$ cat src/rtl/mul_pkg.sv
// Shared definitions for the FP multiplier back end: status bit positions,
// quiet-NaN mantissa bit, and the exponent overflow test.
package mul_pkg;

  localparam int EXPO_W_DEF = 8;
  localparam int MANT_W_DEF = 23;

  localparam int ST_NV = 4;
  localparam int ST_DZ = 3;
  localparam int ST_OF = 2;
  localparam int ST_UF = 1;
  localparam int ST_NX = 0;

  localparam logic [MANT_W_DEF-1:0] QNAN_BIT = MANT_W_DEF'(1) << (MANT_W_DEF - 1);

  // expo is an (ew+2)-bit two's complement exponent, zero-extended to 32 bits.
  // Overflow when non-negative and the low ew+1 bits reach the all-ones exponent.
  function automatic logic ovf_chk(input logic [31:0] expo, input int unsigned ew);
    logic [31:0] sh;
    logic [31:0] mag;
    logic [31:0] lim;
    sh  = expo >> (ew + 32'd1);
    mag = expo & ((32'd1 << (ew + 32'd1)) - 32'd1);
    lim = (32'd1 << ew) - 32'd1;
    return ~sh[0] & (mag >= lim);
  endfunction

endpackage

$ cat src/rtl/mul_nan_sel.sv
// Special-result sign and mantissa: 0xInf canonical NaN, then A NaN, then B NaN
// (both quieted), otherwise infinity with the product sign. Purely combinational.
module mul_nan_sel #(
  parameter int MANT_W = 23
) (
  input  logic              r_0nan,
  input  logic              a_nan,
  input  logic              b_nan,
  input  logic              a_sign,
  input  logic              b_sign,
  input  logic              sign_1,
  input  logic [MANT_W-1:0] a_mant,
  input  logic [MANT_W-1:0] b_mant,
  output logic              sign_nan,
  output logic [MANT_W-1:0] mant_nan
);

  localparam logic [MANT_W-1:0] QNAN = MANT_W'(1) << (MANT_W - 1);

  always_comb begin
    sign_nan = sign_1;
    mant_nan = '0;
    if (r_0nan) begin
      sign_nan = 1'b0;
      mant_nan = QNAN;
    end else if (a_nan) begin
      sign_nan = a_sign;
      mant_nan = a_mant | QNAN;
    end else if (b_nan) begin
      sign_nan = b_sign;
      mant_nan = b_mant | QNAN;
    end
  end

endmodule

$ cat src/rtl/mul_excp_stage.sv
// Final FP multiplier stage: overflow detect, NaN/Inf select and {NV,DZ,OF,UF,NX}
// status, registered once (1-cycle latency, loads only on valid_i, reset wins).
module mul_excp_stage
  import mul_pkg::*;
#(
  parameter int EXPO_W = 8,
  parameter int MANT_W = 23
) (
  input  logic              clk,
  input  logic              rst_n,
  input  logic              valid_i,
  input  logic [EXPO_W+1:0] expo_2,
  input  logic [EXPO_W+1:0] expo_3,
  input  logic              sign_1,
  input  logic              a_sign,
  input  logic              b_sign,
  input  logic [EXPO_W-1:0] a_expo,
  input  logic [EXPO_W-1:0] b_expo,
  input  logic [MANT_W-1:0] a_mant,
  input  logic [MANT_W-1:0] b_mant,
  input  logic              a_nan,
  input  logic              b_nan,
  input  logic              r_nan,
  input  logic              r_0nan,
  input  logic              inf_nan,
  input  logic              a_n0,
  input  logic              b_n0,
  input  logic              a_is_nor,
  input  logic              b_is_nor,
  input  logic              status_nv,
  input  logic              underflow,
  input  logic              inexact_sft,
  input  logic              inexact_rnd,
  output logic              valid_o,
  output logic              overflow,
  output logic              sign_nan,
  output logic [MANT_W-1:0] mant_4,
  output logic [4:0]        status
);

  // Exponents are reserved for a future NaN-boxing check; r_nan is implied by the other flags.
  logic unused_ok;
  assign unused_ok = ^{a_expo, b_expo, r_nan};

  logic              ovf_d;
  logic              sign_d;
  logic [MANT_W-1:0] mant_d;
  logic [4:0]        status_d;
  logic              finite_nz;
  logic              inx_any;
  logic              both_sub;

  assign ovf_d = ~inf_nan & (ovf_chk(32'(expo_2), EXPO_W) | ovf_chk(32'(expo_3), EXPO_W));

  mul_nan_sel #(.MANT_W(MANT_W)) u_nan_sel (
    .r_0nan   (r_0nan),
    .a_nan    (a_nan),
    .b_nan    (b_nan),
    .a_sign   (a_sign),
    .b_sign   (b_sign),
    .sign_1   (sign_1),
    .a_mant   (a_mant),
    .b_mant   (b_mant),
    .sign_nan (sign_d),
    .mant_nan (mant_d)
  );

  // Inf, NaN and zero results are exact, so only finite nonzero products raise OF/UF/NX.
  assign finite_nz = ~inf_nan & a_n0 & b_n0;
  assign inx_any   = inexact_sft | inexact_rnd;
  assign both_sub  = ~a_is_nor & ~b_is_nor;

  always_comb begin
    status_d        = '0;
    status_d[ST_NV] = status_nv;
    status_d[ST_DZ] = 1'b0;
    status_d[ST_OF] = finite_nz & ovf_d;
    status_d[ST_UF] = finite_nz & ((underflow & inx_any) | both_sub);
    status_d[ST_NX] = finite_nz & (ovf_d | inx_any | both_sub);
  end

  always_ff @(posedge clk) begin
    if (!rst_n) begin
      valid_o  <= 1'b0;
      overflow <= 1'b0;
      sign_nan <= 1'b0;
      mant_4   <= '0;
      status   <= '0;
    end else begin
      valid_o <= valid_i;
      if (valid_i) begin
        overflow <= ovf_d;
        sign_nan <= sign_d;
        mant_4   <= mant_d;
        status   <= status_d;
      end
    end
  end

endmodule

$ cat config.mk
export PLATFORM = sky130hd
export DESIGN_NAME = mul_excp_stage
export DESIGN_NICKNAME = d
export VERILOG_FILES = /design/src/rtl/mul_pkg.sv /design/src/rtl/mul_nan_sel.sv /design/src/rtl/mul_excp_stage.sv
export SDC_FILE = /design/constraint.sdc
export NUM_CORES = 1
export LEC_CHECK = 0
export ABC_CLOCK_PERIOD_IN_PS = 1100
export CORE_MARGIN = 2
export CORE_UTILIZATION = 33
export CTS_CLUSTER_DIAMETER = 50
export DETAILED_ROUTE_END_ITERATION = 12
export GPL_TIMING_DRIVEN = 0
export HOLD_SLACK_MARGIN = 0.1
export PLACE_DENSITY_LB_ADDON = 0.15
export SLEW_MARGIN = 40
export SYNTH_ARGS = -nofsm -noshare
export SYNTH_HDL_FRONTEND = slang
export SYNTH_HIERARCHICAL = 1
export SYNTH_SLANG_ARGS = --single-unit
$ cat constraint.sdc
create_clock -name clk -period 1.1 [get_ports clk]
set_input_delay 0.22 -clock clk [delete_from_list [all_inputs] [get_ports clk]]
set_output_delay 0.22 -clock clk [all_outputs]
set_load 0.02 [all_outputs]
After elaboration in Yosys (flattened, before gate mapping)
Cells that the tools add are included.

cells by class
  order comparisons = 2
  muxes and demuxes = 6
  bitwise operators = 20

operators by type and width
  operator                                                                              count
  23-bit 2-to-1 mux                                                                     3
  9-bit by 8-bit greater-or-equal comparator with 1-bit output (second input constant)  2
  1-bit bitwise AND                                                                     10
  1-bit inverter                                                                        5
  1-bit OR                                                                              5
  1-bit 2-to-1 mux                                                                      3

storage, ports and cells
  flip-flop bits (word level) = 30
  input port bits = 101
  output and inout bits = 31
  word-level logic and storage cells = 33

Logic depth before layout (Yosys ltp)
  word-level depth = 7
  mapped depth = 6
  depth with buffers taken out = 4

By module
Netlist, hierarchy kept.

by module, submodules not included
  module          instances  cells an instance  area an instance (sq um)  sequential area each (sq um)
  mul_excp_stage  1          114                1,208.7                   600.6
  mul_nan_sel     1          81                 465.4                     0.0

Worst setup path before layout
Ideal clock, no wire load.

  path type = input-to-reg
  start point = input port b_nan
  end point = register mant_4[22]
  library setup time = 0.116 ns
  arrival = 0.878 ns
  required time = 0.984 ns
  path slack = 0.106 ns
  stages = 4
  path buffers = 1
  cell sequence = buf_2 > or3_1 > mux2i_1 > nor2b_1

on the way
  word-level cells in the longest chain between the ends = 3

ends and longest elaborated chain
  element                 RTL line              source
  start: declaration      mul_excp_stage.sv:22  input logic b_nan,
  23-bit 2-to-1 mux       mul_nan_sel.sv:29     end else if (b_nan) begin
  23-bit 2-to-1 mux       mul_nan_sel.sv:26     end else if (a_nan) begin
  23-bit 2-to-1 mux       mul_nan_sel.sv:23     if (r_0nan) begin
  via mant_d[22]          mul_excp_stage.sv:47  logic [MANT_W-1:0] mant_d;
  end signal: assignment  mul_excp_stage.sv:94  mant_4 <= mant_d;
  end: declaration        mul_excp_stage.sv:37  output logic [MANT_W-1:0] mant_4,

The timed path passes the listed nets, and every way through them passes these cells.
A chain may end at the register's enable or synchronous reset.

Final worst setup path
  start point = input port expo_2[0]
  end point = register status[0]

on the way
  word-level cells in the longest chain between the ends = 7

ends and longest elaborated chain
  element                                                       RTL line              source
  start: declaration                                            mul_excp_stage.sv:12  input logic [EXPO_W+1:0] expo_2,
  9-bit by 8-bit greater-or-equal comparator with 1-bit output  mul_pkg.sv:25         return ~sh[0] & (mag >= lim);
  1-bit bitwise AND                                             mul_pkg.sv:25
  1-bit OR                                                      mul_excp_stage.sv:53  assign ovf_d = ~inf_nan & (ovf_chk(32'(expo_2), EXPO_W) | ovf_chk(32'(expo_3), EXPO_W));
  1-bit bitwise AND                                             mul_excp_stage.sv:53
  1-bit OR (2 in a row)                                         mul_excp_stage.sv:79  status_d[ST_NX] = finite_nz & (ovf_d | inx_any | both_sub);
  1-bit bitwise AND                                             mul_excp_stage.sv:79
  end signal: assignment                                        mul_excp_stage.sv:95  status <= status_d;
  end: declaration                                              mul_excp_stage.sv:38  output logic [4:0] status

No other way between the ends.

==> metrics <==
CP delay by family, top buffers and inverters; Setup WS post-layout 19.8 ps; crit-path cells clkdlybuf4s50_1, and4_1, a21oi_1, o22a_1, a21oi_1; total CTS buffers 5; Net Count, Synth 296; commonest non-fill, non-tap cells in the layout 69 x clkdlybuf4s50_1, 34 x buf_2, 30 x dfxtp_1; port bufs 109; die extent in y 75.2 um; cell mode on critical path a21oi_1; WL/cell 13.2 um; LEAKAGE 1.22 nW; Mean Syn Cell Area 8.59 sq um; CP max-delay cell clkdlybuf4s50_1; Tmin final between 1000 and 1500 ps; die area 5660 sq um; top-area cell type share of the netlist area ~36%; register bit total from synthesis 30; Ys Warns 6; Max IR drop VDD 0.622 mV; H-tree lvl count 2; DR vias/cell 4.56; Startpoint Class input pin; HPWL after DPL 3860 um; Initial DRC Count between 70 and 80; largest cells by area after synthesis dfxtp_1 36%, mux2i_1 16%, nor2b_1 11%; 1st-pass router iterations 4; commonest non-fill, non-tap cell in the layout clkdlybuf4s50_1; critical path arrival roughly 1300 ps; largest net degree at the start of global routing 11; CP Max Fanout 3; sequential area share after synthesis 35.9%; initial antenna violation count 0; CP Class in2reg; skew final 0 ps; hold_ws 373 ps; CTS root buf clkbuf_8; Post-Syn Area 1670 sq um; CP endpoint kind flop; final setup TNS 0 ps; first-pass GRT wire length 7780 um; Worst Path Buf+Inv 1; post-route cell area roughly 2800 sq um; Reg area ~600 sq um; Place WS -538 ps; core area 4820 sq um; Post-CTS Repair Setup Buffers 0; Site Rows 25; ant diodes 0; Clock Path Buffers 2; Final nets 412; PD cells between 900 and 1000 nW/um^2; Top Ports 132; Largest stage delay, worst path 460 ps; via count around 1,700; number of global-route vias before repair 1,700; Initial Util 34.8%; post-synth cell types 22; fraction of final layout cells sized beyond drive strength 1 18.3%; post-layout util between 50% and 60%; number of remaining DRC errors 0; final WL around 5000 um; cell taking the most area after synthesis dfxtp_1; Final Hold Viols 0; WP data required roughly 1300 ps; Setup violations, final 0; final period utilization 98.2%; unrepaired setup endpoints after global routing true; status finished clean; Clock Sinks 30; MaxCap Viol Count 0; maximum clock frequency ~0.9 GHz; hold buffers post-CTS 0; routability congestion estimate from global placement 0.721; DIE WIDTH 75.2 um; min-delay worst type in2reg; cells after synthesis slightly below 200; multi-input combinational cell area 968 sq um; worst skew pair latency 270 ps; post-placement cell area 2850 sq um; CTS tree done; GRT Util Overall a little under a fifth; synthesis-to-layout area growth 67.3%; Fill cells slightly above 500; gr ovfl total 0; max-slew violations 0; CTS clk-pin slew, worst paths approximately 60 ps; post-route antenna net violation count 0
[worst register-to-register path, stage by stage, from the launching register on]
cell     delay (ps)
dfxtp_1         300
nor2b_1         130
nor4_1          200
a21oi_1         110
[cells by family (layout without fill, tap and decap cells)]
logic type | after synthesis | after routing | share of synthesized area [%]
AOI/OAI and AO/OA | 33 | 33 | 10.5
and+or+nand+nor | 87 | 87 | 31.2
DFF | 30 | 30 | 35.9
buffers and inverters | 18 | 135 | 6.65
other | 1 | 1 | 0.224
muxes | 26 | 26 | 15.5
[timing repair]
item	in CTS	in global routing
pin swaps	6	2
resized for setup	115	25
setup endpoints to repair	56	36
[worst paths after layout]
kind                               start                       to  slack (ps)  depth (start not counted)
hold / removal                     a_nan  mant_4[22]$_SDFFE_PN0P_         370                          4
hold reg to reg    overflow$_SDFFE_PN0P_    overflow$_SDFFE_PN0P_         470                          2
setup / recovery               expo_2[0]   status[0]$_SDFFE_PN0P_          20                          5
setup reg to reg  status[0]$_SDFFE_PN0P_   status[0]$_SDFFE_PN0P_         240                          3
[layout make-up]
| type | instances | share of cell area (%) |
|---|---|---|
| multi-input combinational | 147 | 34.6 |
| clock buffer | 7 | 3.08 |
| clock inverter | 1 | 0.179 |
| buffer | 17 | 4.47 |
| sequential | 30 | 21.4 |
| timing repair buffer | 109 | 33.1 |
| tap | 67 | 2.99 |
| inverter | 1 | 0.134 |
[stage by stage]
step | power [mW] | instances
6_report | 2.72 | 379
3_3_place_gp | 1.89 | 371
2_1_floorplan | 1.47 | 195
3_5_place_dp | 1.89 | 371
4_1_cts | 2.77 | 379
5_1_grt | 2.88 | 379
[routing by layer]
metal	routed length, um	global-route usage, %
met5	0	0
met4	22	5.07
met3	357	6.02
met2	2420	31.4
met1	2200	21.4
[cells in the mapped netlist]
cell / n
buf_6: 2
nand3b_1: 24
a211oi_2: 1
buf_2: 5
nor4_1: 1
nor2b_1: 30
o21ai_0: 3
and4_1: 4
mux2i_1: 26
nand2_1: 24
nor2_1: 1
o21ai_1: 2
o22a_1: 1
buf_4: 6
and3_1: 1
clkbuf_1: 4
a21oi_1: 26
and2_1: 1
or3_1: 1
conb_1: 1
dfxtp_1: 30
inv_1: 1
[registers in the layout (all words and copies together), names as in the netlist]
name	flops
mant_4	23
status	4
overflow	1
sign_nan	1
valid_o	1
[report_power, final]
| part | switching (mW) | internal [mW] |
|---|---|---|
| combinational | 0.270 | 0.409 |
| sequential | 0.0171 | 1.13 |
| clock | 0.394 | 0.504 |
| total | 0.681 | 2.04 |
No activity file was read; power rests on OpenSTA's default activity.
